<file path="src/rtl/tcam_pkg.sv">
// tcam_pkg: types and constants shared by the TCAM lookup controller slice.
//   TCAM_W / TCAM_N / TCAM_AW : word width, entry count, entry address width.
//   state_t : controller FSM states.
//   req_t   : one queued request (write flag, entry address, word or key).
package tcam_pkg;

  localparam int TCAM_W  = 8;
  localparam int TCAM_N  = 8;
  localparam int TCAM_AW = $clog2(TCAM_N);

  typedef enum logic [1:0] {
    IDLE   = 2'd0,
    WRITE  = 2'd1,
    SEARCH = 2'd2,
    RESP   = 2'd3
  } state_t;

  typedef struct packed {
    logic               write;
    logic [TCAM_AW-1:0] addr;
    logic [TCAM_W-1:0]  data;
  } req_t;

endpackage

</file>
<file path="src/rtl/tcam_lookup_ctrl_if.sv">
// tcam_lookup_ctrl_if: request and response streams of the lookup controller.
//   req_valid/req_ready/req_write/req_addr/req_data : request stream
//   rsp_valid/rsp_ready/rsp_found/rsp_addr/rsp_data : search result stream
//   modport master : request producer / response consumer
//   modport slave  : the controller
interface tcam_lookup_ctrl_if
  import tcam_pkg::*;
#(
  parameter int W  = TCAM_W,
  parameter int AW = TCAM_AW
);

  logic          req_valid;
  logic          req_ready;
  logic          req_write;
  logic [AW-1:0] req_addr;
  logic [W-1:0]  req_data;

  logic          rsp_valid;
  logic          rsp_ready;
  logic          rsp_found;
  logic [AW-1:0] rsp_addr;
  logic [W-1:0]  rsp_data;

  modport master (
    output req_valid, req_write, req_addr, req_data, rsp_ready,
    input  req_ready, rsp_valid, rsp_found, rsp_addr, rsp_data
  );

  modport slave (
    input  req_valid, req_write, req_addr, req_data, rsp_ready,
    output req_ready, rsp_valid, rsp_found, rsp_addr, rsp_data
  );

endinterface

</file>
<file path="src/rtl/tcam_req_fifo.sv">
// tcam_req_fifo: synchronous in-order FIFO of req_t entries.
//   clk, rst : clock, asynchronous active-high reset (clears pointers/count)
//   push/din : write an entry (ignored while full)
//   pop/dout : dout shows the head; pop advances it (ignored while empty)
//   full, empty, count : occupancy status
module tcam_req_fifo
  import tcam_pkg::*;
#(
  parameter int DEPTH = 4
) (
  input  logic                       clk,
  input  logic                       rst,
  input  logic                       push,
  input  req_t                       din,
  input  logic                       pop,
  output req_t                       dout,
  output logic                       full,
  output logic                       empty,
  output logic [$clog2(DEPTH+1)-1:0] count
);

  localparam int PW   = $clog2(DEPTH);
  localparam int CNTW = $clog2(DEPTH+1);

  req_t            mem_r [DEPTH];
  logic [PW-1:0]   wr_ptr_r;
  logic [PW-1:0]   rd_ptr_r;
  logic [CNTW-1:0] count_r;
  logic            push_s;
  logic            pop_s;

  assign full  = (count_r == CNTW'(DEPTH));
  assign empty = (count_r == CNTW'(0));
  assign count = count_r;
  assign dout  = mem_r[rd_ptr_r];

  // Qualify push/pop with occupancy so overflow/underflow can never occur.
  always_comb begin
    push_s = push && !full;
    pop_s  = pop && !empty;
  end

  // Storage array; no reset needed since only occupied slots are ever read.
  always_ff @(posedge clk) begin
    if (push_s) begin
      mem_r[wr_ptr_r] <= din;
    end
  end

  // Pointers wrap naturally (DEPTH is a power of two); simultaneous push/pop keeps count.
  always_ff @(posedge clk or posedge rst) begin
    if (rst) begin
      wr_ptr_r <= PW'(0);
      rd_ptr_r <= PW'(0);
      count_r  <= CNTW'(0);
    end else begin
      if (push_s) begin
        wr_ptr_r <= wr_ptr_r + PW'(1);
      end
      if (pop_s) begin
        rd_ptr_r <= rd_ptr_r + PW'(1);
      end
      case ({push_s, pop_s})
        2'b10:   count_r <= count_r + CNTW'(1);
        2'b01:   count_r <= count_r - CNTW'(1);
        default: count_r <= count_r;
      endcase
    end
  end

endmodule

</file>
<file path="src/rtl/tcam_lookup_ctrl.sv">
// tcam_lookup_ctrl: in-order request sequencer in front of a TCAM.
//   clk, rst   : clock, asynchronous active-high reset
//   bus        : request stream in, search result stream out (slave modport)
//   tcam_we/tcam_waddr/tcam_data/tcam_search : TCAM write/search port
//   tcam_found/tcam_saddr/tcam_sdata         : TCAM search result
//   hit_cnt/miss_cnt : saturating search statistics
//   busy       : FSM active or requests queued
// Requests are buffered in a FIFO and executed one at a time: a write takes one
// cycle, a search holds the key for SRCH_LAT+1 cycles and captures the result on
// the last one, then waits in RESP until the result is taken.
module tcam_lookup_ctrl
  import tcam_pkg::*;
#(
  parameter int W        = TCAM_W,
  parameter int N        = TCAM_N,
  parameter int DEPTH    = 4,
  parameter int SRCH_LAT = 1,
  parameter int CW       = 16,
  localparam int AW      = $clog2(N)
) (
  input  logic                 clk,
  input  logic                 rst,
  tcam_lookup_ctrl_if.slave    bus,
  output logic                 tcam_we,
  output logic [AW-1:0]        tcam_waddr,
  output logic [W-1:0]         tcam_data,
  output logic                 tcam_search,
  input  logic                 tcam_found,
  input  logic [AW-1:0]        tcam_saddr,
  input  logic [W-1:0]         tcam_sdata,
  output logic [CW-1:0]        hit_cnt,
  output logic [CW-1:0]        miss_cnt,
  output logic                 busy
);

  localparam int LW   = $clog2(SRCH_LAT+1);
  localparam int CNTW = $clog2(DEPTH+1);

  state_t          state_r;
  state_t          state_nxt_s;
  req_t            work_r;
  logic [LW-1:0]   lat_cnt_r;
  logic            rsp_found_r;
  logic [AW-1:0]   rsp_addr_r;
  logic [W-1:0]    rsp_data_r;
  logic [CW-1:0]   hit_cnt_r;
  logic [CW-1:0]   miss_cnt_r;

  req_t            fifo_din_s;
  req_t            fifo_dout_s;
  logic            fifo_full_s;
  logic            fifo_empty_s;
  logic [CNTW-1:0] fifo_count_s;
  logic            pop_s;
  logic            last_s;

  logic            tcam_we_s;
  logic            tcam_search_s;
  logic [AW-1:0]   tcam_waddr_s;
  logic [W-1:0]    tcam_data_s;

  assign fifo_din_s = '{write: bus.req_write, addr: bus.req_addr, data: bus.req_data};

  tcam_req_fifo #(.DEPTH(DEPTH)) u_fifo (
    .clk   (clk),
    .rst   (rst),
    .push  (bus.req_valid),
    .din   (fifo_din_s),
    .pop   (pop_s),
    .dout  (fifo_dout_s),
    .full  (fifo_full_s),
    .empty (fifo_empty_s),
    .count (fifo_count_s)
  );

  // Heads are only taken while idle, which serialises all TCAM traffic.
  assign pop_s  = (state_r == IDLE) && !fifo_empty_s;
  assign last_s = (state_r == SEARCH) && (lat_cnt_r == LW'(0));

  // FSM state register.
  always_ff @(posedge clk or posedge rst) begin
    if (rst) begin
      state_r <= IDLE;
    end else begin
      state_r <= state_nxt_s;
    end
  end

  // FSM next-state logic.
  always_comb begin
    state_nxt_s = state_r;
    case (state_r)
      IDLE: begin
        if (!fifo_empty_s) begin
          state_nxt_s = fifo_dout_s.write ? WRITE : SEARCH;
        end else begin
          state_nxt_s = IDLE;
        end
      end
      WRITE: state_nxt_s = IDLE;
      SEARCH: begin
        if (lat_cnt_r == LW'(0)) begin
          state_nxt_s = RESP;
        end else begin
          state_nxt_s = SEARCH;
        end
      end
      RESP: begin
        if (bus.rsp_ready) begin
          state_nxt_s = IDLE;
        end else begin
          state_nxt_s = RESP;
        end
      end
      default: state_nxt_s = IDLE;
    endcase
  end

  // FSM outputs: decoded only from registers, so the TCAM port is glitch-free.
  always_comb begin
    tcam_we_s     = 1'b0;
    tcam_search_s = 1'b0;
    tcam_waddr_s  = AW'(0);
    tcam_data_s   = W'(0);
    case (state_r)
      WRITE: begin
        tcam_we_s    = 1'b1;
        tcam_waddr_s = work_r.addr;
        tcam_data_s  = work_r.data;
      end
      SEARCH: begin
        tcam_search_s = 1'b1;
        tcam_data_s   = work_r.data;
      end
      default: begin
        tcam_we_s     = 1'b0;
        tcam_search_s = 1'b0;
      end
    endcase
  end

  // Working request and the search down-counter (SRCH_LAT..0, capture at 0).
  always_ff @(posedge clk or posedge rst) begin
    if (rst) begin
      work_r    <= '{write: 1'b0, addr: AW'(0), data: W'(0)};
      lat_cnt_r <= LW'(0);
    end else begin
      if (pop_s) begin
        work_r    <= fifo_dout_s;
        lat_cnt_r <= LW'(SRCH_LAT);
      end else if ((state_r == SEARCH) && (lat_cnt_r != LW'(0))) begin
        lat_cnt_r <= lat_cnt_r - LW'(1);
      end
    end
  end

  // Result capture and saturating hit/miss statistics on the last search cycle.
  always_ff @(posedge clk or posedge rst) begin
    if (rst) begin
      rsp_found_r <= 1'b0;
      rsp_addr_r  <= AW'(0);
      rsp_data_r  <= W'(0);
      hit_cnt_r   <= CW'(0);
      miss_cnt_r  <= CW'(0);
    end else if (last_s) begin
      rsp_found_r <= tcam_found;
      rsp_addr_r  <= tcam_saddr;
      rsp_data_r  <= tcam_sdata;
      if (tcam_found) begin
        if (hit_cnt_r != {CW{1'b1}}) begin
          hit_cnt_r <= hit_cnt_r + CW'(1);
        end
      end else begin
        if (miss_cnt_r != {CW{1'b1}}) begin
          miss_cnt_r <= miss_cnt_r + CW'(1);
        end
      end
    end
  end

  assign tcam_we       = tcam_we_s;
  assign tcam_search   = tcam_search_s;
  assign tcam_waddr    = tcam_waddr_s;
  assign tcam_data     = tcam_data_s;
  assign bus.req_ready = !fifo_full_s;
  assign bus.rsp_valid = (state_r == RESP);
  assign bus.rsp_found = rsp_found_r;
  assign bus.rsp_addr  = rsp_addr_r;
  assign bus.rsp_data  = rsp_data_r;
  assign hit_cnt       = hit_cnt_r;
  assign miss_cnt      = miss_cnt_r;
  assign busy          = (state_r != IDLE) || (fifo_count_s != CNTW'(0));

endmodule

</file>
<file path="src/flat_wrapper.sv">
// flat-port wrapper written by rule: the top's interface ports become plain ports
module tcam_lookup_ctrl_flat import tcam_pkg::*;
#(
  parameter int W        = TCAM_W,
  parameter int N        = TCAM_N,
  parameter int DEPTH    = 4,
  parameter int SRCH_LAT = 1,
  parameter int CW       = 16,
  localparam int AW      = $clog2(N)
)
  (clk, rst, tcam_we, tcam_waddr, tcam_data, tcam_search, tcam_found, tcam_saddr, tcam_sdata, hit_cnt, miss_cnt, busy, bus_req_valid, bus_req_write, bus_req_addr, bus_req_data, bus_rsp_ready, bus_req_ready, bus_rsp_valid, bus_rsp_found, bus_rsp_addr, bus_rsp_data);
  tcam_lookup_ctrl_if #(.W(W), .AW(3)) bus_i ();
  input  logic clk;
  input  logic rst;
  output logic tcam_we;
  output logic [AW-1:0] tcam_waddr;
  output logic [W-1:0] tcam_data;
  output logic tcam_search;
  input  logic tcam_found;
  input  logic [AW-1:0] tcam_saddr;
  input  logic [W-1:0] tcam_sdata;
  output logic [CW-1:0] hit_cnt;
  output logic [CW-1:0] miss_cnt;
  output logic busy;
  input wire logic [$bits(bus_i.req_valid)-1:0] bus_req_valid;
  input wire logic [$bits(bus_i.req_write)-1:0] bus_req_write;
  input wire logic [$bits(bus_i.req_addr)-1:0] bus_req_addr;
  input wire logic [$bits(bus_i.req_data)-1:0] bus_req_data;
  input wire logic [$bits(bus_i.rsp_ready)-1:0] bus_rsp_ready;
  output wire logic [$bits(bus_i.req_ready)-1:0] bus_req_ready;
  output wire logic [$bits(bus_i.rsp_valid)-1:0] bus_rsp_valid;
  output wire logic [$bits(bus_i.rsp_found)-1:0] bus_rsp_found;
  output wire logic [$bits(bus_i.rsp_addr)-1:0] bus_rsp_addr;
  output wire logic [$bits(bus_i.rsp_data)-1:0] bus_rsp_data;
  assign bus_i.req_valid = bus_req_valid;
  assign bus_i.req_write = bus_req_write;
  assign bus_i.req_addr = bus_req_addr;
  assign bus_i.req_data = bus_req_data;
  assign bus_i.rsp_ready = bus_rsp_ready;
  assign bus_req_ready = bus_i.req_ready;
  assign bus_rsp_valid = bus_i.rsp_valid;
  assign bus_rsp_found = bus_i.rsp_found;
  assign bus_rsp_addr = bus_i.rsp_addr;
  assign bus_rsp_data = bus_i.rsp_data;
  tcam_lookup_ctrl #(.W(W), .N(N), .DEPTH(DEPTH), .SRCH_LAT(SRCH_LAT), .CW(CW)) u_core (.clk(clk), .rst(rst), .bus(bus_i), .tcam_we(tcam_we), .tcam_waddr(tcam_waddr), .tcam_data(tcam_data), .tcam_search(tcam_search), .tcam_found(tcam_found), .tcam_saddr(tcam_saddr), .tcam_sdata(tcam_sdata), .hit_cnt(hit_cnt), .miss_cnt(miss_cnt), .busy(busy));
endmodule
</file>
<file path="config.mk">
export PLATFORM = sky130hd
export DESIGN_NAME = tcam_lookup_ctrl_flat
export DESIGN_NICKNAME = d
export VERILOG_FILES = /design/src/rtl/tcam_pkg.sv /design/src/rtl/tcam_lookup_ctrl_if.sv /design/src/rtl/tcam_req_fifo.sv /design/src/rtl/tcam_lookup_ctrl.sv /design/src/flat_wrapper.sv
export SDC_FILE = /design/constraint.sdc
export NUM_CORES = 1
export LEC_CHECK = 0
export CORE_MARGIN = 2
export CORE_UTILIZATION = 35
export DETAILED_ROUTE_END_ITERATION = 16
export GPL_ROUTABILITY_DRIVEN = 0
export PLACE_DENSITY = 0.59
export SYNTH_ARGS = -nofsm -noshare
export SYNTH_HDL_FRONTEND = slang
export SYNTH_HIERARCHICAL = 1
export SYNTH_SLANG_ARGS = --single-unit
</file>
<file path="constraint.sdc">
create_clock -name clk -period 3.3 [get_ports clk]
set_input_delay 0.825 -clock clk [delete_from_list [all_inputs] [get_ports clk]]
set_output_delay 0.825 -clock clk [all_outputs]
set_load 0.01 [all_outputs]
</file>
== Yosys cells after proc, flatten, opt, wreduce, memory -nomap -nowiden ==
Memories as Yosys holds them, arrays and structs flattened.
Cells that the tools add are included.
W data, S select, Z words.

* Add/subtract/negate cells: 7
* $mul: 0
* Divide/modulo/power cells: 0
* Order comparisons: 0
* Equality and inequality tests: 8
* Shift-type cells: 0
* Mux-type cells: 14
* Bitwise gates (word level): 2
* Reductions and logical operators: 17

{| class="wikitable"
|+ Operator list
! kind !! number
|-
| $add A16 B1 Y16 const B || 2
|-
| $ne A16 B16 Y1 const B || 2
|-
| $mux W8 || 1
|-
| $pmux W2 S4 || 1
|-
| $mux W1 || 7
|-
| $eq A2 B2 Y1 const B || 3
|-
| $mux W2 || 3
|-
| $pmux W3 S2 || 1
|-
| $reduce_and A3 Y1 || 2
|-
| $reduce_bool A2 Y1 || 3
|-
| $logic_and A1 B1 Y1 || 5
|-
| $add A2 B1 Y2 const B || 2
|-
| $eq A2 B1 Y1 const B || 2
|-
| $add A3 B1 Y3 const B || 1
|-
| $eq A3 B3 Y1 const B || 1
|-
| $logic_not A3 Y1 || 1
|-
| $mux W3 || 1
|-
| $reduce_bool A3 Y1 || 1
|-
| $sub A3 B1 Y3 const B || 1
|-
| $logic_not A1 Y1 || 2
|-
| $logic_not A2 Y1 || 1
|-
| $not A1 Y1 || 2
|-
| $reduce_or A2 Y1 || 1
|-
| $logic_or A1 B1 Y1 || 1
|-
| $sub A1 B1 Y1 const B || 1
|}

* Register bits: 65
* Bits in latches: 0
* RAM bits: 48
* Memory bits (read-only): 0
* Input bits: 28
* Output and inout bits: 60
* Word-level logic and storage cells: 61
* Memories: 1

{| class="wikitable"
|+ Memory list
! memory !! depth !! width !! rd ports !! clocked after Yosys merged registers in !! write ports !! RTL line !! RTL
|-
| u_core.u_fifo.mem_r || 4 || 12 || 1 || 0 || 1 || tcam_req_fifo.sv:25 || <nowiki>req_t mem_r [DEPTH];</nowiki>
|}

== Logic depth before layout (Yosys ltp) ==
* Word-level depth: 6
* Mapped depth: 11
* Gate-level depth less buffers: 10

== Hierarchy ==
Netlist, hierarchy kept.

{| class="wikitable"
|+ Modules (own cells, without submodules)
! module !! times used !! cells an instance !! area each (um^2) !! seq. area each (um^2)
|-
| tcam_lookup_ctrl || 1 || 245 || 2746.4 || 1451.4
|-
| tcam_req_fifo || 1 || 101 || 2192.1 || 1616.6
|}

== Least setup slack after synthesis ==
OpenSTA, ideal clock, no wires.

* Path type: register to register
* Start point: register u_core.state_r[0]
* End point: register u_core.u_fifo.count_r[2], in the netlist u_core/u_fifo/count[2]
* Library setup time: 0.079 ns
* Arrival time: 2.453 ns
* Required time: 3.221 ns
* Path slack: 0.768 ns
* Stages on the path, launching flop included: 12
* Buffers on the path: 1
* Clock period less this slack: 2.532 ns
* Cell sequence: dfrtp_1 > inv_1 > ha_1 > nor2b_1 > clkbuf_1 > o31a_1 > ha_1 > inv_1 > fa_1 > xor2_1 > nor2_1 > xor2_1

* Longest elaborated chain between the ends: 5
* Elaborated cells between the ends (all ways): 7
* Classes of those cells: eq/ne (2); mux (1); reduce/logical (4)

{| class="wikitable"
|+ Ends and longest elaborated chain
! item !! RTL line !! RTL
|-
| start: declaration || tcam_lookup_ctrl.sv:39 || <nowiki>state_t state_r;</nowiki>
|-
| start signal: assignment || tcam_lookup_ctrl.sv:85 || <nowiki>state_r <= state_nxt_s;</nowiki>
|-
| $logic_not A2 Y1 * || tcam_lookup_ctrl.sv:77 || <nowiki>assign pop_s = (state_r == IDLE) && !fifo_empty_s;</nowiki>
|-
| $logic_and A1 B1 Y1 * || tcam_lookup_ctrl.sv:77 ||
|-
| net u_core.pop_s || tcam_lookup_ctrl.sv:54 || <nowiki>logic pop_s;</nowiki>
|-
| $logic_and A1 B1 Y1 * || tcam_req_fifo.sv:40 || <nowiki>pop_s = pop && !empty;</nowiki>
|-
| net u_core.u_fifo.pop_s || tcam_req_fifo.sv:30 || <nowiki>logic pop_s;</nowiki>
|-
| $eq A2 B1 Y1 / $eq A2 B2 Y1 (equally long branches) || tcam_req_fifo.sv:63 || <nowiki>case ({push_s, pop_s})</nowiki>
|-
| $pmux W3 S2 / $reduce_bool A2 Y1 (equally long branches) || -- ||
|-
| end signal: assignment || tcam_req_fifo.sv:64 || <nowiki>2'b10: count_r <= count_r + CNTW'(1);</nowiki>
|-
| end signal: assignment || tcam_req_fifo.sv:65 || <nowiki>2'b01: count_r <= count_r - CNTW'(1);</nowiki>
|-
| end signal: assignment || tcam_req_fifo.sv:66 || <nowiki>default: count_r <= count_r;</nowiki>
|-
| end: declaration || tcam_req_fifo.sv:28 || <nowiki>logic [CNTW-1:0] count_r;</nowiki>
|}

The timed path passes the listed nets; every way through them passes the cells marked *.
A chain may end at the register's enable or synchronous reset.

== Worst setup path after layout ==
* Start point: register u_core.state_r[0]
* End point: output tcam_data[3]

* Longest elaborated chain between the ends: 3
* Elaborated cells between the ends (all ways): 4
* Classes of those cells: eq/ne (2); mux (1); reduce/logical (1)

{| class="wikitable"
|+ Ends and longest elaborated chain
! item !! RTL line !! RTL
|-
| $eq A2 B1 Y1 / $eq A2 B2 Y1 (equally long branches) || tcam_lookup_ctrl.sv:125 || <nowiki>case (state_r)</nowiki>
|-
| $reduce_or A2 Y1 (no line) * || -- ||
|-
| $mux W8 * || tcam_lookup_ctrl.sv:125 ||
|-
| end: declaration || flat_wrapper.sv:17 || <nowiki>output logic [W-1:0] tcam_data;</nowiki>
|}

Every way passes the cells marked *; elsewhere a longest branch is shown, timed or not.

==> out/metrics.cfg <==
[status]
status=complete, no violations

[floorplan]
dieArea_um2=15100
die_x_um=123
fp-row-count=43
die_height_um=123
initial_core_util_pct=35.7
io_pins=88
core_area_um2=13800

[synthesis]
async_flop_share_pct=57.5
ys_ff_latch=113
yosys-top-cells-count=dfrtp_1, edfxtp_1, nand2_1
synthesis.area_um2=4940
synthTopCellsByArea=dfrtp_1, edfxtp_1, xnor2_1
synth_cell_type_count=49
yosysTopAreaCell=dfrtp_1
ys_warn_count=6
synth_cells=346
synth_nets=387
synth_top_area_share_pct=32.9
post-synth-top-count-cell=dfrtp_1
synth-main-ff-cell=dfrtp_1
seq_area_frac_synth_pct=62.1
syn_avg_cell_area_um2=14.3
synth_edf_count=48

[power_and_ir_drop]
pwr-share-seq_pct=36.7
p_sw_w=0.00173
internal_power_w=0.00416
power.leakage_nw=2.68
power_density_nw_per_um2=883
vdd_drop_max_uv=420
clkPwrFrac_pct=32.5
swShare_pct=29.4
combinationalPowerShare_pct=30.7

[placement]
hpwl_um=6780
post_dp_cell_area_um2=6040
port_buffers=87

[layout]
fin_area_um2=6670
nets=493
n_antenna_cell=0
drive_gt1_share_pct=13.5
areaGrowthSynthToFinish_pct=35.0

[clock_network]
clkSinkCount=113
path_clk_slew_ns=0.05
cts_setup_buffers=0
clk_latency_ns=0.41
numCtsBuffers=17
cts_resized=0
max-clock-path-buffers=2
root_buffer=clkbuf_16
holdBufCountCts=0
h-tree-depth=4
cts_tree=yes

[grt]
grt_max_degree=36
antenna_found_initial=0
grt_pass1_wl_um=15900
use_met3_pct=4.83
gr-usage-all-layers_pct=14.5
met1_usage_pct=18.6
grt.met2_usage_pct=22.3
grt_pass1_vias=3061
gr-total-overflow=0
busiest_layer=met2

[flow_run]
max-cap-violations=0

[timing]
rsz0062_at_grt=false
clock_skew_ns=0.00508
worst_pin_slew_ns=0.822
timing.final.crit_share_pct=87.8
tns_ns=0
setup_viol_count_final=0
maxSlewViolCount=0
hold_ws_ns=0.475
maxSlewHeadroom_pct=45.2
hold_viol_final=0
fmax_mhz=345
min_period_ns=2.90

[setup_path]
cp-startpoint=u_core/state_r[0]$_DFF_PP0_
rr_worst_depth=10
arrival_ns=2.07
regToRegStartpoint=u_core/state_r[0]$_DFF_PP0_
worst_ep_required_time_ns=2.47
crit_fanout=8
r2r_end=u_core/u_fifo/count[2]$_DFFE_PP0P_
worstSetupPathType=flop to output pin
rrSetupSlack_ns=1.07
endpoint_kind=output pin
critPathLaunchType=flop

[hold_path]
min_from=u_core/work_r[6]$_DFFE_PP0P_
min_to=u_core/work_r[6]$_DFFE_PP0P_
hold_depth=1
hp-class=flop to flop

[route]
vias=3103
totalWireLength_um=10000
post_drt_wl_per_cell_um=15.5
vias_per_cell=4.81
drt-initial-drc-count=189
antenna_left=0
drc=0
drt_first_pass_iters=5

==> registers in the layout (all words and copies together), names as in the netlist <==
register	cells
u_core/u_fifo/mem_r	48
u_core/hit_cnt	16
u_core/miss_cnt	16
u_core/work_r	11
u_core/bus.rsp_data	8
u_core/bus.rsp_addr	3
u_core/u_fifo/count	3
u_core/state_r	2
u_core/u_fifo/rd_ptr_r	2
u_core/u_fifo/wr_ptr_r	2
u_core/bus.rsp_found	1
u_core/lat_cnt_r	1
==> power groups by stage <==
stage,clock network (W),registers [W],logic [W]
6_report,0.00191,0.00216,0.00181
5_1_grt,0.00202,0.00222,0.00199
4_1_cts,0.00196,0.00217,0.00184
3_5_place_dp,0,0.00219,0.00183
3_3_place_gp,0,0.00218,0.00180
2_1_floorplan,0,0.00211,0.00110
==> worst max-delay path by stage <==
| stage | cells after the start | end | slack (ns) |
|---|---|---|---|
| after floorplan | 11 | u_core/u_fifo/count[2]$_DFFE_PP0P_ | 0.77 |
| after global routing | 4 | tcam_data[7] | 0.26 |
| final | 4 | tcam_data[3] | 0.40 |
| after CTS | 4 | tcam_data[7] | 0.37 |
| after global placement | 5 | u_core/hit_cnt[15]$_DFFE_PP0P_ | 0.72 |
| after detailed placement | 5 | u_core/hit_cnt[15]$_DFFE_PP0P_ | 0.67 |
==> per-layer routing <==
| metal | up-vias | share of wire (%) |
|---|---|---|
| li1 | 1464 | - |
| met1 | 1540 | 45 |
| met2 | 89 | 48 |
| met3 | 10 | 5.7 |
| met4 | 0 | 1.1 |
| met5 | - | 0 |
==> worst max-delay path, stage by stage (launching register included) <==
cell and delay [ns]:
dfrtp_1 0.38, inv_1 0.09, ha_1 0.46, and2_1 0.20, clkdlybuf4s50_1 0.54
==> final cells by class <==
class | instances | area, µm²
clock buffers | 19 | 443
inverters | 13 | 48.8
clock inverters | 13 | 185
fillers | 1194 | 7160
flip-flops and latches | 113 | 3070
repair buffers | 95 | 943
multi-input cells | 212 | 1760
well taps | 180 | 225
==> placed cells by master (no fill, tap or decap), types with 2 or more instances in the layout <==
| cell | netlist | routed |
|---|---|---|
| ha_1 | 12 | 12 |
| inv_1 | 13 | 12 |
| clkbuf_16 | 0 | 17 |
| mux2_4 | 2 | 2 |
| and4_1 | 3 | 3 |
| clkdlybuf4s50_1 | 0 | 87 |
| mux2i_1 | 2 | 2 |
| nand4_1 | 8 | 8 |
| and2_1 | 16 | 16 |
| mux4_2 | 8 | 8 |
| mux2_1 | 10 | 10 |
| nand2b_1 | 2 | 2 |
| clkinvlp_4 | 0 | 5 |
| dfrtp_1 | 65 | 65 |
| nand2_1 | 44 | 44 |
| nor4_2 | 2 | 2 |
| o31a_1 | 4 | 4 |
| and3_1 | 6 | 6 |
| nand3_1 | 11 | 11 |
| or4b_1 | 2 | 2 |
| xor2_1 | 8 | 8 |
| edfxtp_1 | 48 | 48 |
| nor2b_1 | 3 | 3 |
| clkinv_2 | 0 | 2 |
| bufinv_16 | 0 | 4 |
| nor3_1 | 8 | 8 |
| nor2_1 | 6 | 6 |
| xnor2_1 | 23 | 23 |
| buf_4 | 1 | 7 |
| mux2_2 | 3 | 3 |
| mux4_1 | 4 | 4 |
| nand4_2 | 2 | 2 |
| nor3b_1 | 3 | 3 |
| nand4b_1 | 2 | 2 |
| a21oi_1 | 3 | 3 |
==> kinds of logic (layout without fill, tap and decap cells) <==
kind of cell    Yosys count  count (layout)  share of synthesized area, %
xor+xnor                 31              31                          5.50
flops                   113             113                          62.1
simple gates            125             125                          14.7
buf+inv                  21             140                          2.33
mux                      29              29                          9.75
fa+ha+maj                13              13                          3.45
compound gates           14              14                          2.10
==> per-stage QoR <==
step | util, % | std cells | setup WS [ns] | total power [W]
2_1_floorplan | - | 346 | 0.768 | 0.00321
3_3_place_gp | 43.7 | 613 | 0.717 | 0.00397
3_5_place_dp | 43.7 | 613 | 0.666 | 0.00403
4_1_cts | 48.2 | 645 | 0.374 | 0.00598
5_1_grt | 48.2 | 645 | 0.262 | 0.00623
6_report | 48.2 | 645 | 0.404 | 0.00589
Note: power is estimated with default switching activity, not from simulation.
